## config.mk

```make
export PLATFORM = sky130hd
export DESIGN_NAME = perceptron_train_flat
export DESIGN_NICKNAME = d
export VERILOG_FILES = /design/src/rtl/perceptron_train_if.sv /design/src/rtl/perceptron_train.sv /design/src/flat_wrapper.sv
export SDC_FILE = /design/constraint.sdc
export NUM_CORES = 1
export LEC_CHECK = 0
export BUFFER_PORTS_ARGS = -buffer_cell sky130_fd_sc_hd__buf_2
export CAP_MARGIN = 20
export CORE_UTILIZATION = 35
export DETAILED_ROUTE_END_ITERATION = 16
export GPL_TIMING_DRIVEN = 0
export PLACE_DENSITY = 0.52
export SYNTH_ARGS = -nofsm -noshare
export SYNTH_HDL_FRONTEND = slang
export SYNTH_SLANG_ARGS = --single-unit
export TNS_END_PERCENT = 5
```

## constraint.sdc

```tcl
create_clock -name clk -period 9.5 [get_ports clk]
set_input_delay 1.9 -clock clk [delete_from_list [all_inputs] [get_ports clk]]
set_output_delay 1.9 -clock clk [all_outputs]
set_load 0.05 [all_outputs]
```

## src/rtl/perceptron_train_if.sv

```systemverilog
// Bundle of control, sample-write and result signals for perceptron_train.
// The training engine attaches through the slave modport, its user through master.
interface perceptron_train_if #(
    parameter int unsigned NIN   = 2,
    parameter int unsigned WW    = 8,
    parameter int unsigned NSAMP = 4,
    parameter int unsigned EPW   = 4
);
    localparam int unsigned AW = $clog2(NSAMP);

    logic                   start;
    logic [EPW-1:0]         max_ep;
    logic signed [WW-1:0]   thr;
    logic                   wr_en;
    logic [AW-1:0]          wr_addr;
    logic [NIN-1:0]         wr_x;
    logic                   wr_y;

    logic                   busy;
    logic                   done;
    logic                   converged;
    logic [EPW-1:0]         epochs_used;
    logic [NIN*WW-1:0]      w_flat;
    logic signed [WW-1:0]   bias;

    modport master (
        output start, max_ep, thr, wr_en, wr_addr, wr_x, wr_y,
        input  busy, done, converged, epochs_used, w_flat, bias
    );

    modport slave (
        input  start, max_ep, thr, wr_en, wr_addr, wr_x, wr_y,
        output busy, done, converged, epochs_used, w_flat, bias
    );
endinterface

```

## src/rtl/perceptron_train.sv

```systemverilog
// Single-layer perceptron trainer over a small on-chip sample memory.
// Each sample takes one EVAL and one UPDATE cycle; epochs repeat until error-free or max_ep.
module perceptron_train #(
    parameter int unsigned NIN   = 2,
    parameter int unsigned WW    = 8,
    parameter int unsigned NSAMP = 4,
    parameter int unsigned EPW   = 4
) (
    input  logic              clk,
    input  logic              rst,
    perceptron_train_if.slave bus_io
);
    localparam int unsigned AW = $clog2(NSAMP);
    // Wide enough that bias plus all NIN weights can never overflow.
    localparam int unsigned SW = WW + $clog2(NIN + 1);

    typedef enum logic [2:0] {StIdle, StEval, StUpdate, StEpend, StFin} state_e;

    state_e               state_q, state_d;
    logic signed [WW-1:0] w_q [NIN];
    logic signed [WW-1:0] w_d [NIN];
    logic signed [WW-1:0] bias_q, bias_d;
    logic [AW-1:0]        idx_q, idx_d;
    logic [EPW-1:0]       ep_q, ep_d;
    logic [EPW-1:0]       max_ep_q, max_ep_d;
    logic signed [WW-1:0] thr_q, thr_d;
    logic                 conv_q, conv_d;
    logic                 eflag_q, eflag_d;
    logic signed [1:0]    err_q, err_d;

    logic [NIN-1:0]       x_mem [NSAMP];
    logic                 y_mem [NSAMP];

    logic [NIN-1:0]       x_cur;
    logic                 y_cur;
    logic signed [SW-1:0] sum;
    logic                 y_pred;
    logic signed [1:0]    err_calc;
    logic                 wr_ok;

    function automatic logic signed [WW-1:0] sat_add(input logic signed [WW-1:0] a,
                                                     input logic signed [1:0]    d);
        logic signed [WW:0] s;
        s = (WW+1)'(a) + (WW+1)'(d);
        if (s[WW] != s[WW-1]) begin
            sat_add = s[WW] ? {1'b1, {(WW-1){1'b0}}} : {1'b0, {(WW-1){1'b1}}};
        end else begin
            sat_add = s[WW-1:0];
        end
    endfunction

    assign wr_ok = bus_io.wr_en && !bus_io.busy && ({1'b0, bus_io.wr_addr} < (AW+1)'(NSAMP));

    always_ff @(posedge clk) begin
        if (wr_ok) begin
            x_mem[bus_io.wr_addr] <= bus_io.wr_x;
            y_mem[bus_io.wr_addr] <= bus_io.wr_y;
        end
    end

    assign x_cur = x_mem[idx_q];
    assign y_cur = y_mem[idx_q];

    always_comb begin
        sum = SW'(bias_q);
        for (int i = 0; i < NIN; i++) begin
            if (x_cur[i]) sum = sum + SW'(w_q[i]);
        end
    end

    assign y_pred = (sum >= SW'(thr_q));

    always_comb begin
        err_calc = 2'b00;
        if (y_cur && !y_pred) err_calc = 2'b01;
        else if (!y_cur && y_pred) err_calc = 2'b11;
    end

    always_comb begin
        state_d  = state_q;
        w_d      = w_q;
        bias_d   = bias_q;
        idx_d    = idx_q;
        ep_d     = ep_q;
        max_ep_d = max_ep_q;
        thr_d    = thr_q;
        conv_d   = conv_q;
        eflag_d  = eflag_q;
        err_d    = err_q;
        unique case (state_q)
            StIdle: begin
                if (bus_io.start) begin
                    for (int i = 0; i < NIN; i++) w_d[i] = '0;
                    bias_d   = '0;
                    idx_d    = '0;
                    ep_d     = '0;
                    conv_d   = 1'b0;
                    eflag_d  = 1'b0;
                    max_ep_d = bus_io.max_ep;
                    thr_d    = bus_io.thr;
                    state_d  = (bus_io.max_ep == '0) ? StFin : StEval;
                end
            end
            StEval: begin
                err_d = err_calc;
                if (err_calc != 2'b00) eflag_d = 1'b1;
                state_d = StUpdate;
            end
            StUpdate: begin
                for (int i = 0; i < NIN; i++) begin
                    if (x_cur[i]) w_d[i] = sat_add(w_q[i], err_q);
                end
                bias_d = sat_add(bias_q, err_q);
                if (idx_q == AW'(NSAMP - 1)) begin
                    ep_d    = ep_q + EPW'(1);
                    state_d = StEpend;
                end else begin
                    idx_d   = idx_q + AW'(1);
                    state_d = StEval;
                end
            end
            StEpend: begin
                if (!eflag_q) begin
                    conv_d  = 1'b1;
                    state_d = StFin;
                end else if (ep_q == max_ep_q) begin
                    state_d = StFin;
                end else begin
                    eflag_d = 1'b0;
                    idx_d   = '0;
                    state_d = StEval;
                end
            end
            StFin: state_d = StIdle;
            default: state_d = StIdle;
        endcase
    end

    always_ff @(posedge clk or posedge rst) begin
        if (rst) begin
            state_q  <= StIdle;
            w_q      <= '{default: '0};
            bias_q   <= '0;
            idx_q    <= '0;
            ep_q     <= '0;
            max_ep_q <= '0;
            thr_q    <= '0;
            conv_q   <= 1'b0;
            eflag_q  <= 1'b0;
            err_q    <= '0;
        end else begin
            state_q  <= state_d;
            w_q      <= w_d;
            bias_q   <= bias_d;
            idx_q    <= idx_d;
            ep_q     <= ep_d;
            max_ep_q <= max_ep_d;
            thr_q    <= thr_d;
            conv_q   <= conv_d;
            eflag_q  <= eflag_d;
            err_q    <= err_d;
        end
    end

    assign bus_io.busy        = (state_q == StEval) || (state_q == StUpdate) ||
                                (state_q == StEpend);
    assign bus_io.done        = (state_q == StFin);
    assign bus_io.converged   = conv_q;
    assign bus_io.epochs_used = ep_q;
    assign bus_io.bias        = bias_q;

    always_comb begin
        bus_io.w_flat = '0;
        for (int i = 0; i < NIN; i++) bus_io.w_flat[i*WW +: WW] = w_q[i];
    end
endmodule

```

## src/flat_wrapper.sv

```systemverilog
// flat-port wrapper written by rule: the top's interface ports become plain ports
module perceptron_train_flat 
#(
    parameter int unsigned NIN   = 2,
    parameter int unsigned WW    = 8,
    parameter int unsigned NSAMP = 4,
    parameter int unsigned EPW   = 4
)
  (clk, rst, bus_io_start, bus_io_max_ep, bus_io_thr, bus_io_wr_en, bus_io_wr_addr, bus_io_wr_x, bus_io_wr_y, bus_io_busy, bus_io_done, bus_io_converged, bus_io_epochs_used, bus_io_w_flat, bus_io_bias);
  perceptron_train_if #(.NIN(NIN), .WW(WW), .NSAMP(NSAMP), .EPW(EPW)) bus_io_i ();
  input  logic clk;
  input  logic rst;
  input wire logic [$bits(bus_io_i.start)-1:0] bus_io_start;
  input wire logic [$bits(bus_io_i.max_ep)-1:0] bus_io_max_ep;
  input wire logic [$bits(bus_io_i.thr)-1:0] bus_io_thr;
  input wire logic [$bits(bus_io_i.wr_en)-1:0] bus_io_wr_en;
  input wire logic [$bits(bus_io_i.wr_addr)-1:0] bus_io_wr_addr;
  input wire logic [$bits(bus_io_i.wr_x)-1:0] bus_io_wr_x;
  input wire logic [$bits(bus_io_i.wr_y)-1:0] bus_io_wr_y;
  output wire logic [$bits(bus_io_i.busy)-1:0] bus_io_busy;
  output wire logic [$bits(bus_io_i.done)-1:0] bus_io_done;
  output wire logic [$bits(bus_io_i.converged)-1:0] bus_io_converged;
  output wire logic [$bits(bus_io_i.epochs_used)-1:0] bus_io_epochs_used;
  output wire logic [$bits(bus_io_i.w_flat)-1:0] bus_io_w_flat;
  output wire logic [$bits(bus_io_i.bias)-1:0] bus_io_bias;
  assign bus_io_i.start = bus_io_start;
  assign bus_io_i.max_ep = bus_io_max_ep;
  assign bus_io_i.thr = bus_io_thr;
  assign bus_io_i.wr_en = bus_io_wr_en;
  assign bus_io_i.wr_addr = bus_io_wr_addr;
  assign bus_io_i.wr_x = bus_io_wr_x;
  assign bus_io_i.wr_y = bus_io_wr_y;
  assign bus_io_busy = bus_io_i.busy;
  assign bus_io_done = bus_io_i.done;
  assign bus_io_converged = bus_io_i.converged;
  assign bus_io_epochs_used = bus_io_i.epochs_used;
  assign bus_io_w_flat = bus_io_i.w_flat;
  assign bus_io_bias = bus_io_i.bias;
  perceptron_train #(.NIN(NIN), .WW(WW), .NSAMP(NSAMP), .EPW(EPW)) u_core (.clk(clk), .rst(rst), .bus_io(bus_io_i));
endmodule
```

==> results.md <==
- Outcome: finished, final reports clean
- Post-synthesis sequential element count: 61
- Number of cells produced by synthesis: 532
- Mean routed wirelength per cell: 15.23 um
- Number of maximum-capacitance constraint violations: 0
- Most frequent cells in the layout: 57 x nand2_1, 57 x ha_1, 56 x buf_2
- Total via count after detailed routing: between 4000 and 5000
- Setup Buffers After CTS: 0
- Vias per cell: around 5.3
- Number of levels the H-tree was split into: 3
- Total routing usage reported by global routing: between 10% and 20%
- Storage element area: 0.001587 sq mm
- Syn. warnings: 0
- Type of the worst setup path: reg2reg
- Hold path startpoint: u_core.max_ep_q[2]
- Area inside the core boundary: between 0.01 and 0.015 sq mm
- Number of flops mapped to enable cells by yosys: 12
- Share of cells above drive strength 1: between 15 and 20%
- Global-route wire length before repair: about 20000 um
- Class of the tightest hold or removal check: reg2reg
- Total half-perimeter wirelength after legalization and detailed placement: 9165 um
- Die W: about 120 um
- Crit path time final: around 5.3 ns
- CTS-repair resized insts: 0
- Reg-to-reg startpoint: u_core.idx_q[0]
- Headroom to the max-slew limit: between 50% and 60%
- Drc violations: 0
- Total number of clock tree sinks: 61
- Number of antenna diodes: 0
- Buffers from clock root to sink, at most: 2
- Clock tree from TritonCTS: yes
- Grt total ovfl: 0
- Highest metal layer with signal wires: met4
- Final clock period utilization by the worst path: 55.44%
- Number of antenna violations at the first check in global routing: 0
- Met1 WL: about 5600 um
- Number of nets still failing antenna checks after routing: 0
- Root cell of the clock tree: clkbuf_16
- Amount of wire on met3 after detailed routing: 400 um
- Number of hold-slack violations in the final timing report: 0
- Number of I/O port buffers: slightly above 50
- Area added between synthesis and finish: 16.85%
- TritonCTS Buffers: 9
- Most used DFF post-synth: dfrtp_1
- Netlist Area Pre-Place: slightly below 0.005 sq mm
- Maximum number of pins on one net before global-route repair: 31
- Number of non-filler instances in the completed layout: 777
- Initial standard-cell utilization of the core: 36.05%
- Worst setup path startpoint: u_core.idx_q[0]
- Clk slew on worst S/H paths: about 0.060 ns
- Wire length reported by the detailed router: between 10000 and 15000 um
- Setup TNS after final layout: 0 ns
- DRC marker count from the first detailed-route iteration: ~200
- Average instance area after synthesis: between 9 and 10 sq um
- Area used by multi-input combinational logic: ~0.003 sq mm
- Filler cells: 1319
- CP Data Required Time: ~9.7 ns
- Crit path max fanout: 10
- CP endpoint kind: flip-flop
- Synthesized netlist net count: between 600 and 700
- Height of the die: approximately 120 um
- Number of setup violations in the final report: 0
- Quantity of hold-fixing buffers added after cts: 0
- I/O pin count: 52
- Placer's final routability congestion estimate: 0.8219
- Sequential element share of the synthesized area: 32.97%
- Number of detailed-route iterations in the first pass: 4
- Pins Over Slew Limit: 0
- Number of global-route vias before repair: 4202
- Transition time of the tightest slew-check pin: 0.7218 ns
- Row cnt: 42
- Data arrival, critical path: 5.47 ns
- WL met2: about 5600 um
- Final layout net count: slightly below 700
- Total instance count after detailed placement: between 700 and 800
- Unique cell type count in the Yosys netlist: 60
- Clock latency on the worst-skew pair: between 0.3 and 0.4 ns
- Peak Freq: 189.9 MHz
- Worst Setup Start Kind: flip-flop
- Fin Clk Skew: 0.008243 ns
- Area enclosed by the die boundary: ~0.014 sq mm
- Share of flip-flops with an asynchronous set or reset after synthesis: 80.33%
- Setup repair after global routing missed its margin: false
-- cells in the mapped netlist, types with 8 or more instances --
master	count	area [sq um]
ha_1	57	713.2
nand2_1	57	214.0
o21ai_0	52	260.3
dfrtp_1	49	1226
a21oi_1	41	205.2
nor2_1	35	131.4
inv_1	31	116.4
nand3_1	24	120.1
xnor2_1	16	140.1
edfxtp_1	12	360.4
xor2_1	12	105.1
a211oi_1	8	60.06
a21o_1	8	60.06
clkbuf_1	8	30.03
mux2_2	8	90.09
nor2b_1	8	50.05
-- flip-flops by register name (all words and copies together), names as in the netlist --
register / flops
u_core.bus_io.w_flat: 16
u_core.bus_io.bias: 8
u_core.thr_q: 8
u_core.x_mem: 8
u_core.bus_io.epochs_used: 4
u_core.max_ep_q: 4
u_core.y_mem: 4
u_core.state_q: 3
u_core.err_q: 2
u_core.idx_q: 2
u_core.bus_io.converged: 1
u_core.eflag_q: 1
-- area by class of cell --
| class | count | share of cell area, % |
|---|---|---|
| clock inverters | 7 | 1.113 |
| well taps | 176 | 3.916 |
| inverters | 32 | 2.136 |
| clock buffers | 9 | 4.005 |
| repair buffers | 53 | 5.385 |
| flip-flops and latches | 61 | 28.22 |
| plain buffers | 15 | 1.380 |
| multi-input cells | 424 | 53.85 |
-- worst paths after layout --
| check | endpoint | slack [ns] | cells after the start |
|---|---|---|---|
| worst max-delay path | u_core.eflag_q | 4.23 | 22 |
| worst min-delay path | u_core.max_ep_q[2] | 0.50 | 2 |
| worst max register to register | u_core.eflag_q | 4.23 | 22 |
| worst min register to register | u_core.max_ep_q[2] | 0.50 | 2 |
| max in group asynchronous | u_core.bus_io.w_flat[12] | 7.38 | 3 |
| min in group asynchronous | u_core.max_ep_q[3] | 1.57 | 2 |
-- cell families after synthesis --
kind of cell | share of synthesized area [%]
AO/OA/AOI/OAI | 18.90
XOR/XNOR | 5.096
adder cells (fa/ha/maj) | 18.36
buffers and inverters | 4.108
flip-flops | 32.97
multiplexers | 4.602
AND/OR/NAND/NOR | 15.96
-- routing by layer --
layer	vias up	track usage [%]
met3	16	3.161
li1	2056	-
met1	1923	23.04
met4	0	6.487
met2	88	29.94
met5	-	0
-- critical path, cell delays in order (launching register included) --
cell and delay (ns):
dfrtp_1 0.50, mux4_2 0.60, buf_6 0.17, o21ai_0 0.36
inv_1 0.09, ha_1 0.27, a21oi_1 0.22, o211ai_1 0.14
a21oi_1 0.23, o21ai_0 0.20, xor2_1 0.19, mux2_2 0.30
ha_1 0.32, nand4_1 0.11, a21oi_1 0.05, o311ai_0 0.31
nand2_1 0.11, ha_1 0.34, nand2b_1 0.16, a21oi_1 0.14
a31oi_1 0.06, o21ai_0 0.17, o31ai_1 0.10
-- per-stage QoR --
stage	worst slack, ns	util, %	hold slack, ns	area, sq um
final	4.233	42.13	0.4990	5623
after detailed placement	4.284	39.76	0.4845	5308
after floorplan	4.612	-	0.4523	4812
after global routing	3.857	42.13	0.5315	5623
after CTS	4.250	41.92	0.4985	5595
after global placement	4.390	39.61	0.4812	5288
Power is left out: the tool's default activity adds up to more than one toggle a clock period on the data nets, which glitch-free logic cannot reach.
